<file path="config.mk">
export PLATFORM = sky130hd
export DESIGN_NAME = outport_uart_tx
export DESIGN_NICKNAME = d
export VERILOG_FILES = /design/src/rtl/outport_uart_tx.sv
export SDC_FILE = /design/constraint.sdc
export NUM_CORES = 1
export LEC_CHECK = 0
export BUFFER_PORTS_ARGS = -buffer_cell sky130_fd_sc_hd__buf_4
export CORE_MARGIN = 2
export CORE_UTILIZATION = 30
export DETAILED_ROUTE_END_ITERATION = 10
export HOLD_SLACK_MARGIN = 0.02
export SKIP_LAST_GASP = 1
export SYNTH_ARGS = -nofsm -noshare
export SYNTH_HDL_FRONTEND = slang
export SYNTH_SLANG_ARGS = --single-unit
</file>
<file path="constraint.sdc">
create_clock -name Clock -period 4.2 [get_ports Clock]
set_clock_uncertainty 0.2 [all_clocks]
set_input_delay 0.21 -clock Clock [delete_from_list [all_inputs] [get_ports Clock]]
set_output_delay 0.21 -clock Clock [all_outputs]
set_load 0.02 [all_outputs]
</file>
<file path="src/rtl/outport_uart_tx.sv">
// -----------------------------------------------------------------------------
// outport_uart_tx
//
// Watches the CPU's OUT.PORT load strobe. Each rising edge of OUTPORTin captures
// the 32-bit bus word into a small circular word FIFO. A UART transmitter drains
// the FIFO and sends every word as four 8N1 bytes, least significant byte first,
// so that `out` instructions become visible off-chip.
//
// Ports:
//   Clock        in   system clock, all state changes on posedge
//   clear        in   synchronous active-high reset (aborts any frame in flight)
//   OUTPORTin    in   OUT.PORT load strobe (level; rising edge = one push)
//   outportData  in   [31:0] bus word, sampled on the strobe's rising edge
//   tx           out  UART serial line, idle high, driven from a flop
//   txBusy       out  high while a word is being serialized
//   fifoFull     out  FIFO holds FIFO_DEPTH words
//   fifoEmpty    out  FIFO holds no words
//   overflow     out  sticky: a push was dropped because the FIFO was full
// -----------------------------------------------------------------------------
module outport_uart_tx #(
  parameter int CLKS_PER_BIT = 16,
  parameter int FIFO_DEPTH   = 4
) (
  input  logic        Clock,
  input  logic        clear,
  input  logic        OUTPORTin,
  input  logic [31:0] outportData,
  output logic        tx,
  output logic        txBusy,
  output logic        fifoFull,
  output logic        fifoEmpty,
  output logic        overflow
);

  localparam int BAUD_W = (CLKS_PER_BIT > 1) ? $clog2(CLKS_PER_BIT) : 1;
  localparam int PTR_W  = (FIFO_DEPTH > 1) ? $clog2(FIFO_DEPTH) : 1;
  localparam int CNT_W  = PTR_W + 1;

  localparam logic [BAUD_W-1:0] BAUD_LAST = BAUD_W'(CLKS_PER_BIT - 1);
  localparam logic [CNT_W-1:0]  CNT_FULL  = CNT_W'(FIFO_DEPTH);
  localparam logic [CNT_W-1:0]  CNT_ZERO  = {CNT_W{1'b0}};

  localparam logic [1:0] ST_IDLE  = 2'd0;
  localparam logic [1:0] ST_START = 2'd1;
  localparam logic [1:0] ST_DATA  = 2'd2;
  localparam logic [1:0] ST_STOP  = 2'd3;

  // Edge detect and FIFO state
  logic              strobe_q;
  logic [31:0]       mem_q [FIFO_DEPTH];
  logic [PTR_W-1:0]  wr_ptr_q, wr_ptr_d;
  logic [PTR_W-1:0]  rd_ptr_q, rd_ptr_d;
  logic [CNT_W-1:0]  count_q, count_d;

  // Transmitter state
  logic [1:0]        state_q, state_d;
  logic [BAUD_W-1:0] baud_q, baud_d;
  logic [2:0]        bit_q, bit_d;
  logic [1:0]        byte_q, byte_d;
  logic [31:0]       shift_q, shift_d;

  // Registered outputs
  logic tx_q, tx_d;
  logic busy_q, full_q, empty_q, ovf_q, ovf_d;

  logic push_s, pop_s, accept_s, drop_s, baud_done_s;

  // Push/pop decisions: a pop in the same cycle frees the slot a full-FIFO push needs
  always_comb begin
    push_s      = OUTPORTin & ~strobe_q;
    pop_s       = (state_q == ST_IDLE) && (count_q != CNT_ZERO);
    accept_s    = push_s && ((count_q != CNT_FULL) || pop_s);
    drop_s      = push_s && (count_q == CNT_FULL) && !pop_s;
    baud_done_s = (baud_q == BAUD_LAST);
  end

  // FIFO pointer, occupancy and sticky overflow next-state
  always_comb begin
    wr_ptr_d = wr_ptr_q;
    rd_ptr_d = rd_ptr_q;
    count_d  = count_q;
    ovf_d    = ovf_q | drop_s;
    if (accept_s) begin
      wr_ptr_d = wr_ptr_q + PTR_W'(1);
    end else begin
      wr_ptr_d = wr_ptr_q;
    end
    if (pop_s) begin
      rd_ptr_d = rd_ptr_q + PTR_W'(1);
    end else begin
      rd_ptr_d = rd_ptr_q;
    end
    case ({accept_s, pop_s})
      2'b10:   count_d = count_q + CNT_W'(1);
      2'b01:   count_d = count_q - CNT_W'(1);
      default: count_d = count_q;
    endcase
  end

  // Transmitter FSM next-state: START / 8 x DATA / STOP per byte, four bytes per word
  always_comb begin
    state_d = state_q;
    baud_d  = baud_q;
    bit_d   = bit_q;
    byte_d  = byte_q;
    shift_d = shift_q;
    case (state_q)
      ST_IDLE: begin
        if (pop_s) begin
          shift_d = mem_q[rd_ptr_q];
          byte_d  = 2'd0;
          baud_d  = {BAUD_W{1'b0}};
          state_d = ST_START;
        end else begin
          state_d = ST_IDLE;
        end
      end
      ST_START: begin
        if (baud_done_s) begin
          baud_d  = {BAUD_W{1'b0}};
          bit_d   = 3'd0;
          state_d = ST_DATA;
        end else begin
          baud_d  = baud_q + BAUD_W'(1);
        end
      end
      ST_DATA: begin
        if (baud_done_s) begin
          baud_d  = {BAUD_W{1'b0}};
          // After eight shifts the next byte sits in shift_q[7:0]
          shift_d = shift_q >> 1;
          if (bit_q == 3'd7) begin
            state_d = ST_STOP;
          end else begin
            bit_d   = bit_q + 3'd1;
          end
        end else begin
          baud_d  = baud_q + BAUD_W'(1);
        end
      end
      ST_STOP: begin
        if (baud_done_s) begin
          baud_d = {BAUD_W{1'b0}};
          if (byte_q != 2'd3) begin
            byte_d  = byte_q + 2'd1;
            state_d = ST_START;
          end else begin
            state_d = ST_IDLE;
          end
        end else begin
          baud_d = baud_q + BAUD_W'(1);
        end
      end
      default: begin
        state_d = ST_IDLE;
        baud_d  = {BAUD_W{1'b0}};
      end
    endcase
  end

  // Line level for the current FSM state; registered below so tx never glitches
  always_comb begin
    tx_d = 1'b1;
    case (state_q)
      ST_START: tx_d = 1'b0;
      ST_DATA:  tx_d = shift_q[0];
      default:  tx_d = 1'b1;
    endcase
  end

  // Word storage; contents need no reset because the pointers define validity
  always_ff @(posedge Clock) begin
    if (accept_s) begin
      mem_q[wr_ptr_q] <= outportData;
    end
  end

  // Edge detector, FIFO bookkeeping and status flags
  always_ff @(posedge Clock) begin
    if (clear) begin
      strobe_q <= 1'b0;
      wr_ptr_q <= {PTR_W{1'b0}};
      rd_ptr_q <= {PTR_W{1'b0}};
      count_q  <= CNT_ZERO;
      full_q   <= 1'b0;
      empty_q  <= 1'b1;
      ovf_q    <= 1'b0;
    end else begin
      strobe_q <= OUTPORTin;
      wr_ptr_q <= wr_ptr_d;
      rd_ptr_q <= rd_ptr_d;
      count_q  <= count_d;
      // Flags follow the settled count, one cycle after it changes
      full_q   <= (count_q == CNT_FULL);
      empty_q  <= (count_q == CNT_ZERO);
      ovf_q    <= ovf_d;
    end
  end

  // Transmitter registers and registered line/busy outputs
  always_ff @(posedge Clock) begin
    if (clear) begin
      state_q <= ST_IDLE;
      baud_q  <= {BAUD_W{1'b0}};
      bit_q   <= 3'd0;
      byte_q  <= 2'd0;
      shift_q <= 32'd0;
      tx_q    <= 1'b1;
      busy_q  <= 1'b0;
    end else begin
      state_q <= state_d;
      baud_q  <= baud_d;
      bit_q   <= bit_d;
      byte_q  <= byte_d;
      shift_q <= shift_d;
      tx_q    <= tx_d;
      busy_q  <= (state_q != ST_IDLE);
    end
  end

  assign tx        = tx_q;
  assign txBusy    = busy_q;
  assign fifoFull  = full_q;
  assign fifoEmpty = empty_q;
  assign overflow  = ovf_q;

endmodule
</file>
==> results of run 1 <==
## power by group
part / switching (uW) / total, uW / leakage, uW / internal (uW)
clock network: 733 / 1640 / 0.000292 / 903
logic: 933 / 1680 / 0.00105 / 744
registers: 177 / 2380 / 0.00165 / 2210
## cells by family (layout without fill, tap and decap cells)
logic type	Yosys count	in the layout
flip-flops	186	186
buffers and inverters	37	123
multiplexers	68	68
adder cells (fa/ha/maj)	14	14
AND/OR/NAND/NOR	90	90
AO/OA/AOI/OAI	58	58
XOR/XNOR	4	4
## critical path, cell delays in order (launching register included)
cell	delay, ns
dfxtp_1	0.34
inv_1	0.11
ha_1	0.37
nor4b_4	0.09
nor2_1	0.32
and2_1	0.46
buf_4	0.43
## repair_timing
action | 4_1_cts | 5_1_grt
hold buffers | 33 | 0
endpoints found under the hold margin | 129 | 0
buffers inserted | 0 | 0
## flip-flops by register name, summed over array words and instances (netlist names), 2 cells and up, named ones only
signal	count
bit_q	3
baud_q	4
byte_q	2
shift_q	32
state_q	2
mem_q	128
rd_ptr_q	2
wr_ptr_q	2
count_q	3
## final timing paths
kind | from | endpoint | slack [ns] | cells after the start
max | state_q[0]$_SDFFE_PP0P_ | mem_q[0][18]$_DFFE_PP_ | 1.51 | 6
min | clear | baud_q[1]$_SDFFE_PP0N_ | 0.11 | 2
max reg2reg | state_q[0]$_SDFFE_PP0P_ | mem_q[0][18]$_DFFE_PP_ | 1.51 | 6
min reg2reg | bit_q[2]$_SDFFE_PP0P_ | bit_q[2]$_SDFFE_PP0P_ | 0.28 | 2
## stage by stage
| stage | instances | total power [uW] | instance area [sq um] |
|---|---|---|---|
| 2_1_floorplan | 457 | 3777 | 7488 |
| 3_3_place_gp | 802 | 4031 | 8102 |
| 3_5_place_dp | 802 | 4100 | 8102 |
| 4_1_cts | 867 | 5771 | 9036 |
| 5_1_grt | 867 | 6011 | 9036 |
| 6_report | 867 | 5696 | 9036 |
## layer usage
metal / routed length (um) / part of all wire
met1: 6201 / 0.44
met5: 0 / 0
met3: 401 / 0.029
met2: 7223 / 0.52
met4: 155 / 0.011
## cell type report
| type | count | area, sq um | area share |
|---|---|---|---|
| Clock buffer | 17 | 425.4 | 0.04708 |
| Timing Repair Buffer | 82 | 698.2 | 0.07726 |
| Inverter | 9 | 33.78 | 0.003739 |
| Multi-Input combinational cell | 234 | 2288 | 0.2533 |
| Clock inverter | 15 | 178.9 | 0.01980 |
| Sequential cell | 186 | 5006 | 0.5540 |
| Tap cell | 324 | 405.4 | 0.04486 |
## cells in the mapped netlist, types with 6 or more instances
cell,n,area share
ha_1,13,0.022
nand2b_1,6,0.0050
dfxtp_1,58,0.16
edfxtp_1,128,0.51
nor2b_1,6,0.0050
inv_1,9,0.0045
mux4_2,32,0.096
buf_2,14,0.0094
a211oi_1,11,0.011
mux2i_1,36,0.048
a21oi_1,12,0.0080
nand2_1,7,0.0035
a211oi_2,20,0.033
nor2_1,45,0.023
==> metrics.cfg, run 1 <==
[run_status]
status = finished clean

[synthesis]
yosysUniqueCellTypes = 46
synth_seq_area_share = 0.6683
synth-simple-area-share = 0.06383
synth_fp_nets = 506
synth_edf_count = 128
avgSynthCellArea_sq_um = 16.39
synth_top_family_by_area = multiplexers
synthMuxAreaShare = 0.1444
synth-xor-area-share = 0.004678
syn_inst = 457
ys_ff_latch = 186
synthAdderAreaFrac = 0.02439
syn_area_sq_um = 7488
ys_warn_count = 0
ys.flop_type = edfxtp_1
synth_compound_area_frac = 0.06800
ys_async_sr_fraction = 0

[detailed_routing]
ant_nets = 0
first_iter_violations = 173
vias_per_cell = 4.630
wl_um = 13980
vias = 4014
dr.pass1.iters = 6
avgRoutedWirePerCell_um = 16.13
drc = 0

[clock_network]
root_buffer = clkbuf_16
post_cts_resized = 0
clockBufferDepth = 2
cts_buffers = 17
clkSlewWorstSetupHoldPaths_ns = 0.07
clk_latency_ns = 0.43
h-tree-depth = 4
clock_sinks = 186
cts_tree = done

[placement]
post-place-ws_ns = 1.456
port_buffers = 39
dp_hpwl_um = 8484
gp_congestion = 0.6638

[sta]
finalHoldViolCount = 0
tns_ns = 0
timing.fmax_mhz = 372.2
finalSetupViolCount = 0
fin_crit_sh = 0.6397
drv_slew = 0
setup_ws_ns = 1.513
rsz0062_at_grt = no
whs_ns = 0.1073
worst_slew_pin_slew_ns = 0.8198
max-slew-margin-rel = 0.4534
period_needed_ns = 2.687

[critical_path]
path_max_fanout = 24
critPathKind = reg -> reg
required_ns = 4.09
cp-end-kind = flip-flop
cp-start-kind = flip-flop
critical_path_arrival_ns = 2.58

[finish]
fillCellCount = 2337
fin_util = 0.3705
fin_nets = 579
final_layout_size_suffix_gt1_frac = 0.2578
diodes = 0
syn_to_final_growth_pct = 20.67
mostFrequentLayoutCell = edfxtp_1
final_cell_mix = 128 x edfxtp_1, 57 x dfxtp_1, 49 x buf_4

[floorplan]
core_area_sq_um = 24390
row_count = 57
die_area_sq_um = 26240
die_h_um = 162.0
io_pins = 40
die_w_um = 162.0
initial_core_util = 0.3070

[global_route]
grt_pass1_wl_um = 22630
grt.met1_usage = 0.1337
grt_util_met3 = 0.03371
grt_max_degree = 61
busiest_layer = met2
gr-total-overflow = 0
grt_use_met2 = 0.1938
grt_use_total = 0.1123
grt_pass1_vias = 4335
antenna_found_initial = 0

[run]
drv_cap = 0

[pwr]
power_density_nw_per_um2 = 630.3
leakagePower_uw = 0.002990
vdd_drop_max_mv = 0.3204

[min_path]
holdCritPathClass = in -> reg

(Power assumes the default switching activity.)
==> inputs of run 2 (changes only) <==
ABC_AREA = 1   (was not set)
clock period = 2.17 ns   (was 4.2 ns; I/O delays follow)
==> run 2 against run 1 <==
Net effect: the run now ends with negative setup slack left; worst hold slack improved by 0.11 ns; register-to-register slack worse by 1.7 ns; clock-buffer cell count up 2; power is 110% higher; core utilization increased by 0.56 points; first-iteration DRC count grew 84%; wire length increased by 18%; via count rose by 31%; critical path type unchanged; sequential cell count did not move; synthesized cell count up 58%; synthesized area rose by 1.7%.
==> metrics.cfg, run 2 <==
[run_status]
status = complete, but fails checks
violations = negative setup slack

[detailed_routing]
ant_nets = 0  ; unchanged
first_iter_violations = 318  ; +84%
dr.pass1.iters = 4  ; -2
vias = 5239  ; +31%
wl_um = 16560  ; +18%
drc = 0  ; unchanged
avgRoutedWirePerCell_um = 14.40  ; -11%
vias_per_cell = 4.556  ; -1.6%

[floorplan]
die_h_um = 163.3  ; +0.83%
row_count = 58  ; +1.8%
io_pins = 40  ; unchanged
core_area_sq_um = 25040  ; +2.6%
die_w_um = 163.3  ; +0.83%
initial_core_util = 0.3042  ; -0.002820
die_area_sq_um = 26680  ; +1.7%

[sta]
period_needed_ns = 2.309  ; -0.3774 ns
worst_slew_pin_slew_ns = 1.085  ; +0.2647 ns
finalHoldViolCount = 0  ; unchanged
setup_ws_ns = -0.1391  ; -1.653 ns
rsz0062_at_grt = yes
drv_slew = 0  ; unchanged
fin_crit_sh = 1.064  ; +0.4245
finalSetupViolCount = 64  ; +64
timing.fmax_mhz = 433.1  ; +16%
max-slew-margin-rel = 0.2753  ; -0.1782

[synthesis]
synth_top_area_frac = 0.5047  ; -0.008601
ys_warn_count = 0  ; unchanged
syn_area_sq_um = 7616  ; +1.7%
ys_ff_latch = 186  ; unchanged
synth_fp_nets = 771  ; +52%
ys.flop_type = edfxtp_1
syn_inst = 722  ; +58%
avgSynthCellArea_sq_um = 10.55  ; -36%
synth_area_leader_cell = edfxtp_1
yosys-top-cells-count = 128 x a21oi_1, 128 x edfxtp_1, 124 x nand2_1, 68 x o21ai_0
yosysUniqueCellTypes = 31  ; -33%
synth_area_leaders = edfxtp_1 50%, dfxtp_1 15%, a21oi_1 8.4%, nand2_1 6.1%, o21ai_0 4.5%
ys_async_sr_fraction = 0  ; unchanged
synth_seq_area_share = 0.6571  ; -0.01120
synth_edf_count = 128  ; unchanged

[finish]
final_cell_mix = 128 x a21oi_1, 128 x edfxtp_1, 124 x nand2_1
largest_reg_flops = 128  ; unchanged
fin_util = 0.3761  ; +0.005639
fin_nets = 857  ; +48%
largest-register = mem_q
final_layout_size_suffix_gt1_frac = 0.1610  ; -0.09685
diodes = 0  ; unchanged
syn_to_final_growth_pct = 23.64
largestRegisters = mem_q: 128 flops, shift_q: 32 flops, baud_q: 4 flops

[global_route]
grt_pass1_wl_um = 26790  ; +18%
antenna_found_initial = 0  ; unchanged
gr-total-overflow = 0  ; unchanged
grt_pass1_vias = 5193  ; +20%
grt_max_degree = 43  ; -30%
grt_use_total = 0.1295  ; +0.01720

[min_path]
holdCritPathClass = in -> reg

[pwr]
p_sw_frac = 0.3588  ; +0.03517
power_frac_seq = 0.370  ; -0.048
p_comb_frac = 0.364  ; +0.070
clkPwrFrac = 0.266  ; -0.021
power_density_nw_per_um2 = 1293  ; +110%
leakagePower_uw = 0.003580  ; +20%
power_uw = 12180  ; +110%
p_switching_uw = 4368  ; +140%
vdd_drop_max_mv = 0.6946  ; +120%
intPower_uw = 7807  ; +100%

[critical_path]
cp-end-kind = flip-flop
critPathKind = reg -> reg
required_ns = 2.01  ; -2.08 ns
startpoint = state_q[0]$_SDFFE_PP0P_
path_max_fanout = 16  ; -33%
critical_path_arrival_ns = 2.15  ; -0.43 ns
r2r_start = state_q[0]$_SDFFE_PP0P_
crit_end = mem_q[1][31]$_DFFE_PP_
rr_worst_depth = 5  ; -1
cp-start-kind = flip-flop
rrSetupSlack_ns = -0.14  ; -1.65 ns
r2r_end = mem_q[1][31]$_DFFE_PP_

[placement]
port_buffers = 39  ; unchanged
post-place-ws_ns = -0.1696  ; -1.625 ns
gp_congestion = 0.7155  ; +7.8%
dp_hpwl_um = 9355  ; +10%

[clock_network]
cts_buffers = 17  ; unchanged
clock_sinks = 186  ; unchanged
clkSlewWorstSetupHoldPaths_ns = 0.07  ; about the same
clk_latency_ns = 0.43  ; about the same
cts_tree = done
clockBufferDepth = 2  ; unchanged
h-tree-depth = 4  ; unchanged
cts_setup_buffers = 0  ; unchanged
root_buffer = clkbuf_16

[run]
drv_cap = 0  ; unchanged

-- run 2: cell families after synthesis --
kind of cell               count (synthesis)  share of synthesized area
and+or+nand+nor                          202                     0.1084
DFF                                      186                     0.6571
buffers and inverters                    101                    0.05832
AOI/OAI and AO/OA                        218                     0.1510
adders and majority gates                 14                    0.02399
xor gates and xnor gates                   1                   0.001150
-- run 2: area by class of cell --
cell class | count | area [sq um]
Timing Repair Buffer | 102 | 915.9
Clock inverter | 12 | 173.9
Multi-Input combinational cell | 438 | 2228
Sequential cell | 186 | 5006
Inverter | 63 | 236.5
Clock buffer | 19 | 442.9
Fill cell | 2463 | 15620
Tap cell | 330 | 412.9
-- run 2: per-stage QoR --
| stage | hold slack [ns] | cells | area, sq um | setup TNS [ns] |
|---|---|---|---|---|
| after global placement | 0.1119 | 1081 | 8421 | -12.87 |
| final | 0.2205 | 1150 | 9417 | -7.970 |
| after CTS | 0.1973 | 1150 | 9412 | -10.56 |
| after floorplan | -0.02906 | 722 | 7626 | -29.54 |
| after detailed placement | 0.1154 | 1081 | 8421 | -19.09 |
| after global routing | 0.2148 | 1150 | 9417 | -16.94 |
-- run 2: timing repair --
| action | 4_1_cts | 5_1_grt |
|---|---|---|
| resized for setup | 1 | 2 |
| endpoints found under the setup margin | 128 | 65 |
| hold endpoints to repair | 141 | 0 |
| pin swaps | 2 | 1 |
| gates cloned | 3 | 0 |
| hold buffers | 35 | 0 |
-- run 2: worst min-delay path by stage --
stage | startpoint | to | slack (ns) | depth (start not counted)
after global placement | outportData[20] | mem_q[0][20]$_DFFE_PP_ | 0.11 | 1
after global routing | outportData[24] | mem_q[1][24]$_DFFE_PP_ | 0.21 | 2
after detailed placement | outportData[8] | mem_q[1][8]$_DFFE_PP_ | 0.12 | 1
after CTS | outportData[12] | mem_q[0][12]$_DFFE_PP_ | 0.20 | 2
final | outportData[12] | mem_q[0][12]$_DFFE_PP_ | 0.22 | 2
after floorplan | clear | shift_q[31]$_SDFFE_PP0P_ | -0.03 | 1
-- run 2: metal layers --
layer  track usage  up-vias  part of all wire
li1              -     2644                 -
met1        0.1672     2509              0.47
met2        0.2192       74              0.48
met3       0.03504       12             0.041
met4       0.02494        0            0.0075
met5             0        -                 0
-- run 2: power by group through the flow --
stage	Combinational [uW]	Sequential, uW	Clock [uW]
2_1_floorplan	3270	4550	0
3_3_place_gp	4310	4560	0
3_5_place_dp	4350	4580	0
4_1_cts	4470	4500	3320
5_1_grt	5050	4550	3440
6_report	4430	4500	3240
-- run 2: worst max-delay path, cell delays in order (launching register included) --
cell	delay [ns]
dfxtp_1	0.31
inv_1	0.08
ha_2	0.18
o21ai_1	0.13
buf_12	0.18
nor2_2	0.84
